<file path="config.mk">
export PLATFORM = sky130hd
export DESIGN_NAME = timer_apb_sequencer
export DESIGN_NICKNAME = d
export VERILOG_FILES = /design/src/rtl/timer_seq_pkg.sv /design/src/rtl/apb_wr_engine.sv /design/src/rtl/timer_apb_sequencer.sv
export SDC_FILE = /design/constraint.sdc
export NUM_CORES = 1
export LEC_CHECK = 0
export CAP_MARGIN = 20
export CORE_ASPECT_RATIO = 1.5
export CORE_MARGIN = 3
export CORE_UTILIZATION = 35
export CTS_BUF_LIST = sky130_fd_sc_hd__clkbuf_8 sky130_fd_sc_hd__clkbuf_16
export DETAILED_ROUTE_END_ITERATION = 16
export HOLD_SLACK_MARGIN = 0.06
export PLACE_DENSITY = 0.79
export SYNTH_ARGS = -nofsm -noshare
export SYNTH_HDL_FRONTEND = slang
export SYNTH_SLANG_ARGS = --single-unit
</file>
<file path="constraint.sdc">
create_clock -name PCLK -period 2.3 [get_ports PCLK]
set_input_delay 0.46 -clock PCLK [delete_from_list [all_inputs] [get_ports PCLK]]
set_output_delay 0.46 -clock PCLK [all_outputs]
set_load 0.01 [all_outputs]
</file>
<file path="src/rtl/timer_seq_pkg.sv">
// Shared types and constants for the CoreTimer APB sequencer.
// The RD_LOAD state exists only when TIMER_SEQ_READBACK_EN is defined.
package timer_seq_pkg;

  typedef enum logic [3:0] {
    IDLE,
    WR_LOAD,
    WR_PRESC,
    WR_CTRL,
`ifdef TIMER_SEQ_READBACK_EN
    RD_LOAD,
`endif
    RUN,
    CLR_INT,
    CLR_WAIT,
    WR_STOP
  } seq_state_t;

  // Timer register word addresses (byte address [4:2]).
  localparam logic [2:0] ADDR_LOAD   = 3'd0;
  localparam logic [2:0] ADDR_VALUE  = 3'd1;
  localparam logic [2:0] ADDR_CTRL   = 3'd2;
  localparam logic [2:0] ADDR_PRESC  = 3'd3;
  localparam logic [2:0] ADDR_INTCLR = 3'd4;
  localparam logic [2:0] ADDR_RIS    = 3'd5;
  localparam logic [2:0] ADDR_MIS    = 3'd6;

  localparam int CTRL_EN_BIT = 0;
  localparam int CTRL_IE_BIT = 1;
  localparam int CTRL_OS_BIT = 2;

  function automatic logic [31:0] ctrl_word(input logic en, input logic ie, input logic os);
    logic [31:0] w;
    w              = '0;
    w[CTRL_EN_BIT] = en;
    w[CTRL_IE_BIT] = ie;
    w[CTRL_OS_BIT] = os;
    return w;
  endfunction

endpackage

</file>
<file path="src/rtl/apb_wr_engine.sv">
// Two-cycle APB3 master transfer unit: setup while req is first seen, access on the next cycle.
// The requester holds req, addr, write and wdata steady for the whole transfer.
module apb_wr_engine (
  input  logic        clk,
  input  logic        rst_n,
  input  logic        req,
  input  logic        write,
  input  logic [2:0]  addr,
  input  logic [31:0] wdata,
  output logic        done,
  output logic [31:0] rdata,
  output logic        psel,
  output logic        penable,
  output logic        pwrite,
  output logic [2:0]  paddr,
  output logic [31:0] pwdata,
  input  logic [31:0] prdata
);

  logic access_q;

  // NOTE: state registers use non-blocking assignments so every flop samples pre-edge values.
  always_ff @(posedge clk or negedge rst_n) begin
    if (!rst_n) begin
      access_q <= 1'b0;
    end else begin
      access_q <= req && !access_q;
    end
  end

  // Bus signals are gated by req so an idle bus reads all-zero, and reset drops PSEL at once.
  assign psel    = req;
  assign penable = req && access_q;
  assign pwrite  = req && write;
  assign paddr   = req ? addr  : 3'd0;
  assign pwdata  = req ? wdata : 32'd0;
  assign done    = req && access_q;
  assign rdata   = prdata;

endmodule

</file>
<file path="src/rtl/timer_apb_sequencer.sv">
// APB3 master that programs a CoreTimer-class slave, then clears and counts its interrupts.
// Define TIMER_SEQ_READBACK_EN to add a LOAD read-back check reported on cfg_err.
module timer_apb_sequencer
  import timer_seq_pkg::*;
#(
  parameter int unsigned CNT_W   = 16,
  parameter bit          CTRL_IE = 1'b1
) (
  input  logic             PCLK,
  input  logic             PRESETn,
  input  logic             cfg_start,
  input  logic [31:0]      cfg_load,
  input  logic [3:0]       cfg_prescale,
  input  logic             cfg_oneshot,
  input  logic             stop,
  output logic             PSEL,
  output logic             PENABLE,
  output logic             PWRITE,
  output logic [2:0]       PADDR,
  output logic [31:0]      PWDATA,
  input  logic [31:0]      PRDATA,
  input  logic             TIMINT,
  output logic             busy,
  output logic             running,
  output logic             tick_pulse,
`ifdef TIMER_SEQ_READBACK_EN
  output logic             cfg_err,
`endif
  output logic [CNT_W-1:0] tick_count
);

  seq_state_t state_q, state_d;

  logic [31:0]      load_q;
  logic [3:0]       presc_q;
  logic             oneshot_q;
  logic             stop_pend_q;
  logic             stop_path_q;
  logic [CNT_W-1:0] tick_count_q;

  logic        req;
  logic        wr;
  logic [2:0]  addr;
  logic [31:0] wdata;
  logic        done;
  logic [31:0] rdata;
  logic        start_ok;
  logic        count_en;

  assign start_ok = (state_q == IDLE) && cfg_start;

  apb_wr_engine u_apb (
    .clk     (PCLK),
    .rst_n   (PRESETn),
    .req     (req),
    .write   (wr),
    .addr    (addr),
    .wdata   (wdata),
    .done    (done),
    .rdata   (rdata),
    .psel    (PSEL),
    .penable (PENABLE),
    .pwrite  (PWRITE),
    .paddr   (PADDR),
    .pwdata  (PWDATA),
    .prdata  (PRDATA)
  );

  always_ff @(posedge PCLK or negedge PRESETn) begin
    if (!PRESETn) begin
      state_q <= IDLE;
    end else begin
      state_q <= state_d;
    end
  end

  // NOTE: every combinational output gets a default first, so no path can infer a latch.
  always_comb begin
    state_d = state_q;
    req     = 1'b0;
    wr      = 1'b0;
    addr    = ADDR_LOAD;
    wdata   = '0;
    unique case (state_q)
      IDLE: begin
        if (cfg_start) state_d = WR_LOAD;
      end
      WR_LOAD: begin
        req   = 1'b1;
        wr    = 1'b1;
        addr  = ADDR_LOAD;
        wdata = load_q;
        if (done) state_d = WR_PRESC;
      end
      WR_PRESC: begin
        req   = 1'b1;
        wr    = 1'b1;
        addr  = ADDR_PRESC;
        wdata = {28'd0, presc_q};
        if (done) state_d = WR_CTRL;
      end
      WR_CTRL: begin
        req   = 1'b1;
        wr    = 1'b1;
        addr  = ADDR_CTRL;
        wdata = ctrl_word(1'b1, CTRL_IE, oneshot_q);
`ifdef TIMER_SEQ_READBACK_EN
        if (done) state_d = RD_LOAD;
`else
        if (done) state_d = RUN;
`endif
      end
`ifdef TIMER_SEQ_READBACK_EN
      RD_LOAD: begin
        req  = 1'b1;
        addr = ADDR_LOAD;
        if (done) state_d = RUN;
      end
`endif
      RUN: begin
        // Stop outranks a simultaneous interrupt; the stop path still clears it.
        if (stop || stop_pend_q) state_d = WR_STOP;
        else if (TIMINT)         state_d = CLR_INT;
      end
      WR_STOP: begin
        req  = 1'b1;
        wr   = 1'b1;
        addr = ADDR_CTRL;
        if (done) state_d = CLR_INT;
      end
      CLR_INT: begin
        req   = 1'b1;
        wr    = 1'b1;
        addr  = ADDR_INTCLR;
        wdata = 32'd1;
        if (done) begin
          if (stop_path_q || oneshot_q) state_d = IDLE;
          else                          state_d = CLR_WAIT;
        end
      end
      CLR_WAIT: begin
        // TIMINT is still high for a cycle after the clear lands in the slave.
        state_d = RUN;
      end
      default: state_d = IDLE;
    endcase
  end

  // NOTE: configuration registers are reset as well, so nothing reads X before the first start.
  always_ff @(posedge PCLK or negedge PRESETn) begin
    if (!PRESETn) begin
      load_q    <= '0;
      presc_q   <= '0;
      oneshot_q <= 1'b0;
    end else if (start_ok) begin
      load_q    <= cfg_load;
      presc_q   <= cfg_prescale;
      oneshot_q <= cfg_oneshot;
    end
  end

  always_ff @(posedge PCLK or negedge PRESETn) begin
    if (!PRESETn) begin
      stop_pend_q <= 1'b0;
      stop_path_q <= 1'b0;
    end else begin
      if (state_d == IDLE)
        stop_pend_q <= 1'b0;
      else if (stop && state_q != IDLE && state_q != RUN)
        stop_pend_q <= 1'b1;

      if (state_d == IDLE)
        stop_path_q <= 1'b0;
      else if (state_q == RUN && state_d == WR_STOP)
        stop_path_q <= 1'b1;
    end
  end

  assign count_en = (state_q == CLR_INT) && done && !stop_path_q;

  always_ff @(posedge PCLK or negedge PRESETn) begin
    if (!PRESETn) begin
      tick_count_q <= '0;
    end else if (start_ok) begin
      tick_count_q <= '0;
    end else if (count_en) begin
      tick_count_q <= tick_count_q + CNT_W'(1);
    end
  end

`ifdef TIMER_SEQ_READBACK_EN
  always_ff @(posedge PCLK or negedge PRESETn) begin
    if (!PRESETn) begin
      cfg_err <= 1'b0;
    end else if (start_ok) begin
      cfg_err <= 1'b0;
    end else if (state_q == RD_LOAD && done && rdata != load_q) begin
      cfg_err <= 1'b1;
    end
  end
`else
  logic unused_rdata;
  assign unused_rdata = ^rdata;
`endif

  assign busy       = (state_q != IDLE);
  assign running    = (state_q == RUN) || (state_q == CLR_WAIT);
  assign tick_pulse = count_en;
  assign tick_count = tick_count_q;

endmodule
</file>
==> metrics.txt, run 1 <==
syn avg cell area 10.8 um^2; Worst VDD drop 0.000658 V; simple-gate share of the synthesized area 20.4%; # rows 40; crit-path most repeated cell buf_4; XOR/XNOR Fraction of Synth Area 2.96%; clk buf depth 2; post-synthesis adder-cell area fraction 0.424%; hold crit path type in -> async; WL/cell 16.3 um; Synth Area in Compound Gates 6.86%; status finished clean; Clock Sinks 60; Fill cells 724; Slew Viols, Final 0; cts-stage hold buffer count 0; YS warnings 0; final setup vio count 0; reg2reg path depth 7; Final WS setup 76.4 ps; DR WL met2 4350 um; Tcrit/Tclk final 96.7%; Buf/Inv on CP 2; Initial DRT Pass Iterations 4; CTS tree yes; crit-path cells buf_4, buf_4, nand4bb_4, or3_1, a211oi_2, nor4b_1, nor3_1; root buffer cell clkbuf_16; setup tns final 0 ps; pwr/cell area 957 nW/um^2; All-Layer GR Usage 17.5%; CP Max Fanout 7; area grow syn2layout 52.9%; Cells after DPL 474; slowest stage cell, crit path or3_1; startpoint types flip-flop; Synth cell types 43; Buffers on Ports 98; Critical Path AT 2440 ps; gate count of the mapped netlist 273; hold_ws 182 ps; CP peak stage delay 430 ps; CTS buffer count 9; routed wire length 8040 um; uppermost layer routed met4; first-pass GRT wire length 12900 um; Final ANT Viol Nets 0; Netlist Area Pre-Place 2950 um^2; gr ovfl total 0; Die Height 119 um; ys async rst share 100%; Clock Skew 7.04 ps; Leak 2.13 nW; most frequent cells in the layout clkdlybuf4s50_1 (57), dfrtp_1 (57), mux2_2 (38); max-cap violations 0; area of the multi-input gates 1380 um^2; Initial Util 36.4%; number of synthesized register bits 60; clock slew at reported path FFs 50 ps; die extent in x 81.0 um; multiplexer share of the synthesized area 14.5%; Final GP Congestion 0.871; Final Non-Filler Cells 494; Final Hold Viols 0; total power 4.32 mW; share of cells above drive strength 1 24.7%; die area 9600 um^2; Tmin final 2220 ps; syn_nets 348; Top Ports 131; f_max 0.450 GHz; Clk Latency, worst-skew pair 320 ps; data required time of the worst path 2520 ps; Core Region 8110 um^2; Residual DRC 0; met3 wire len 489 um; pin slew with the least headroom to its limit 665 ps; EDFF count, synth 0; pin count of the biggest net entering global routing 28; delay-heaviest family, CP simple AND/OR/NAND/NOR gates; Final nets 460; Max H-tree Level 3; Relative slew margins 55.7%; Place WS 81.3 ps; vias in the first global route 2690; most used flip-flop cell after synthesis dfrtp_1; via count 2503; antenna diode count 0; register area 1510 um^2; DP HPWL 5710 um; DRT iter0 DRCs 113; crit end category flip-flop; sequential cell area fraction in the yosys report 50.8%; vias per std cell 5.07; Worst path depth 7; critical path class reg -> reg; initial antenna violation count 0; largest family of logic cells by synthesized area simple AND/OR/NAND/NOR gates; Metal-1 WL 3090 um
[per-stage QoR]
stage	area (um^2)	util (%)
after floorplan	2950	-
after global placement	4120	50.8
after detailed placement	4120	50.8
after CTS	4490	55.4
after global routing	4520	55.7
final	4520	55.7
[cell usage after synthesis, types with 2 or more instances]
cell type  number  share of area [%]
xnor2_1         7                2.1
nor2_1         19                2.4
mux2_2         38                 14
nand2b_1        2               0.42
buf_2           8                1.4
xor2_1          3               0.89
a31oi_1         2               0.42
nand3_1         4               0.68
or3_1           9                1.9
clkbuf_1       10                1.3
nor2b_1         5                1.1
o21ai_0         8                1.4
nor3_2          4                1.4
nor3_1          6                1.0
dfrtp_1        60                 51
a21oi_1        11                1.9
and2_1          4               0.85
nand4_1         2               0.42
and3_1         29                6.1
nand2_1        12                1.5
inv_1           8                1.0
[kinds of logic (layout without fill, tap and decap cells)]
logic type | count (synthesis) | count (layout)
and+or+nand+nor | 103 | 103
adders and majority gates | 1 | 1
muxes | 38 | 38
buffers and inverters | 27 | 143
AOI/OAI and AO/OA | 33 | 33
xor gates and xnor gates | 10 | 10
DFF | 60 | 60
other | 1 | 1
[layout make-up]
class | count | share of cell area [%]
flip-flops and latches | 60 | 33.3
multi-input cells | 186 | 30.6
repair buffers | 120 | 25.1
clock buffers | 12 | 5.90
well taps | 105 | 2.91
clock inverters | 3 | 1.52
inverters | 8 | 0.665
[report_power, final]
group          switching [mW]  leakage (nW)  internal, mW
clock                   0.450         0.165          1.03
combinational           0.544          1.22         0.705
sequential              0.186         0.745          1.40
total                    1.18          2.13          3.14
[sequential cells by signal, summed over array words and instances (netlist names)]
signal	cells
presc_q	4
oneshot_q	1
u_apb.access_q	1
stop_path_q	1
load_q	32
state_q	4
tick_count	16
stop_pend_q	1
[worst paths after layout]
| kind | slack, ps | to | startpoint |
|---|---|---|---|
| min | 180 | load_q[10] | PRESETn |
| max in group asynchronous | 1340 | state_q[3] | PRESETn |
| max reg2reg | 80 | stop_pend_q | state_q[1] |
| min in group PCLK | 500 | load_q[8] | load_q[8] |
| max | 80 | stop_pend_q | state_q[1] |
| min reg2reg | 500 | load_q[8] | load_q[8] |
[worst reg2reg max path, delay by kind of cell (launching register included)]
kind | cells | cell delay (ps)
compound gates | 1 | 360
buf+inv | 2 | 330
flops | 1 | 410
simple gates | 4 | 1030
[layer usage]
layer,vias to the layer above,GRT usage [%]
met5,-,0
met4,0,6.45
met3,14,5.03
met2,96,30.7
met1,1212,19.5
li1,1181,-
[what timing repair did]
action	in CTS	in global routing
setup endpoints to repair	39	6
setup buffers	4	0
gates resized for setup	51	10
gates cloned	1	0
pin swaps	1	0
Note: power is estimated with default switching activity, not from simulation.
==> run 2, diff against run 1 <==
--- a/config.mk
+++ b/config.mk
@@ -12,7 +12,8 @@
 export CTS_BUF_LIST = sky130_fd_sc_hd__clkbuf_8 sky130_fd_sc_hd__clkbuf_16
 export DETAILED_ROUTE_END_ITERATION = 16
 export HOLD_SLACK_MARGIN = 0.06
-export PLACE_DENSITY = 0.79
+export PLACE_DENSITY = 0.76
 export SYNTH_ARGS = -nofsm -noshare
 export SYNTH_HDL_FRONTEND = slang
+export SYNTH_HIERARCHICAL = 1
 export SYNTH_SLANG_ARGS = --single-unit
==> run 2 against run 1 <==
  * Global-route usage down 0.47 points
  * Worst setup slack worse by 59 ps
  * Area after synthesis up 9.5%
  * Critical path type is now reg -> out
  * Critical endpoint is now PWDATA[31]
==> metrics.txt, run 2 <==
CTS tree yes; Leak 2.35 nW (+10%); syn_nets 463 (+33%); data required time of the worst path 1840 ps (-680 ps); max reg flops 32 (unchanged); Final nets 574 (+25%); critical path startpoint state_q[0]; DP HPWL 5730 um (+0.37%); clock slew at reported path FFs 50 ps (about the same); cts-stage hold buffer count 0 (unchanged); Core Region 8930 um^2 (+10%); CTS buffer count 9 (unchanged); gr ovfl total 0 (unchanged); DRT iter0 DRCs 118 (+4.4%); Final Hold Viols 0 (unchanged); antenna diode count 0 (unchanged); Buf/Inv on CP 4 (+2); Netlist Area Pre-Place 3230 um^2 (+9.5%); Final WS setup 17.6 ps (-58.8 ps); Tcrit/Tclk final 99.2% (+2.6 points); vias per std cell 4.92 (-3.0%); WL/cell 14.5 um (-11%); vias in the first global route 2855 (+6.1%); CP peak stage delay 390 ps (-40 ps); Buffers on Ports 98 (unchanged); reg-to-reg slack, setup 150 ps (+70 ps); All-Layer GR Usage 17.0% (-0.47 points); hold crit path type in -> async; final setup vio count 0 (unchanged); critical path class reg -> out; YS warnings 6 (+6); Slew Viols, Final 0 (unchanged); Worst VDD drop 0.000417 V (-37%); first-pass GRT wire length 13900 um (+7.8%); Critical Path AT 1820 ps (-620 ps); commonest non-fill, non-tap cell in the layout nand2_1; max-cap violations 0 (unchanged); f_max 0.438 GHz (-2.6%); routed wire length 8890 um (+11%); crit end category primary output; slowest stage cell, crit path dfrtp_1; placed cell areas 4360 um^2 (+5.8%); Relative slew margins 54.4% (-1.2 points); RSZ-0062 raised after global routing yes; design area 4850 um^2 (+7.3%); die area 10500 um^2 (+8.9%); Die Height 124 um (+4.4%); status finished clean; Clock Skew 4.91 ps (-2.13 ps); # rows 42 (+5.0%); Residual DRC 0 (unchanged); R2R Path End tick_count[11]; clk buf depth 2 (unchanged); Place WS -53.4 ps (-135 ps); pwr/cell area 591 nW/um^2 (-38%); Top reg by flops load_q; root buffer cell clkbuf_16; Clk Latency, worst-skew pair 330 ps (about the same); via count 3013 (+20%); area grow syn2layout 49.9%; Tmin final 2280 ps (+58.8 ps); startpoint types flip-flop; Fill cells 841 (+16%); gate count of the mapped netlist 388 (+42%); pin slew with the least headroom to its limit 684 ps (+18.4 ps); initial antenna violation count 0 (unchanged); Initial DRT Pass Iterations 4 (unchanged); crit-path most repeated cell and2_4; syn avg cell area 8.34 um^2 (-23%); Final GP Congestion 0.835 (-4.1%); Initial Util 36.2% (-0.23 points); delay-heaviest family, CP buffers and inverters; Max H-tree Level 3 (unchanged); share of cells above drive strength 1 24.3% (-0.42 points); Clock Sinks 60 (unchanged); reg2reg path depth 8 (+1); Top Ports 131 (unchanged); pin count of the biggest net entering global routing 40 (+43%); Final ANT Viol Nets 0 (unchanged); most frequent cells in the layout nand2_1 (124), dfrtp_1 (60), clkdlybuf4s50_1 (58); RR Startpoint state_q[0]; die extent in x 84.5 um (+4.3%); crit-path cells clkinvlp_4, nor3_4, buf_12, clkbuf_16, and2_4, and2_4, buf_6; CP Max Fanout 7 (unchanged)
## run 2: routing by layer
metal,wire length (um),part of all wire [%],track usage [%],up-vias
met2,4810,54,29.6,79
met3,387,4.4,3.64,15
li1,-,-,-,1485
met5,0,0,0,-
met4,258,2.9,8.22,0
met1,3440,39,19.8,1434
## run 2: metrics by stage
step | hold slack (ps) | TNS (ps) | power (mW) | util [%] | std cells
CTS | 199 | -847 | 2.87 | 52.1 | 611
global route | 225 | -1560 | 3.01 | 54.3 | 613
finish | 174 | 0 | 2.86 | 54.3 | 613
global placement | 418 | -68.0 | 1.59 | 48.8 | 586
detailed placement | 419 | -333 | 1.61 | 48.8 | 586
floorplan | 164 | 0 | 1.43 | - | 388
## run 2: worst max path at each step
| stage | to | slack [ps] | cells past startpoint |
|---|---|---|---|
| 6_report | PWDATA[31] | 20 | 7 |
| 5_1_grt | PWDATA[10] | -70 | 7 |
| 4_1_cts | PWDATA[14] | -70 | 8 |
| 3_5_place_dp | PWDATA[3] | -50 | 6 |
| 3_3_place_gp | PWDATA[3] | -30 | 6 |
| 2_1_floorplan | tick_count[13] | 8 | 11 |
## run 2: report_power, final
group | internal, mW | switching (mW) | leakage [nW]
clock network | 0.768 | 0.443 | 0.144
registers | 1.18 | 0.0658 | 0.777
logic | 0.211 | 0.198 | 1.43
total | 2.16 | 0.707 | 2.35
## run 2: final cells by class
cell class                 instances  area [um^2]  area share [%]
clock buffer                      11          253            5.21
clock inverter                     4         17.5           0.361
inverter                           6         26.3           0.542
multi-input combinational        295         1670            34.4
sequential                        60         1500            31.0
tap                              110          138            2.84
timing repair buffer             127         1240            25.7
## run 2: repair_timing
| item | 4_1_cts | 5_1_grt |
|---|---|---|
| pin swaps | 12 | 26 |
| buffers inserted | 7 | 4 |
| endpoints found under the setup margin | 39 | 37 |
| endpoints found under the hold margin | 0 | 0 |
| gates resized for setup | 145 | 57 |
| cloned | 3 | 1 |
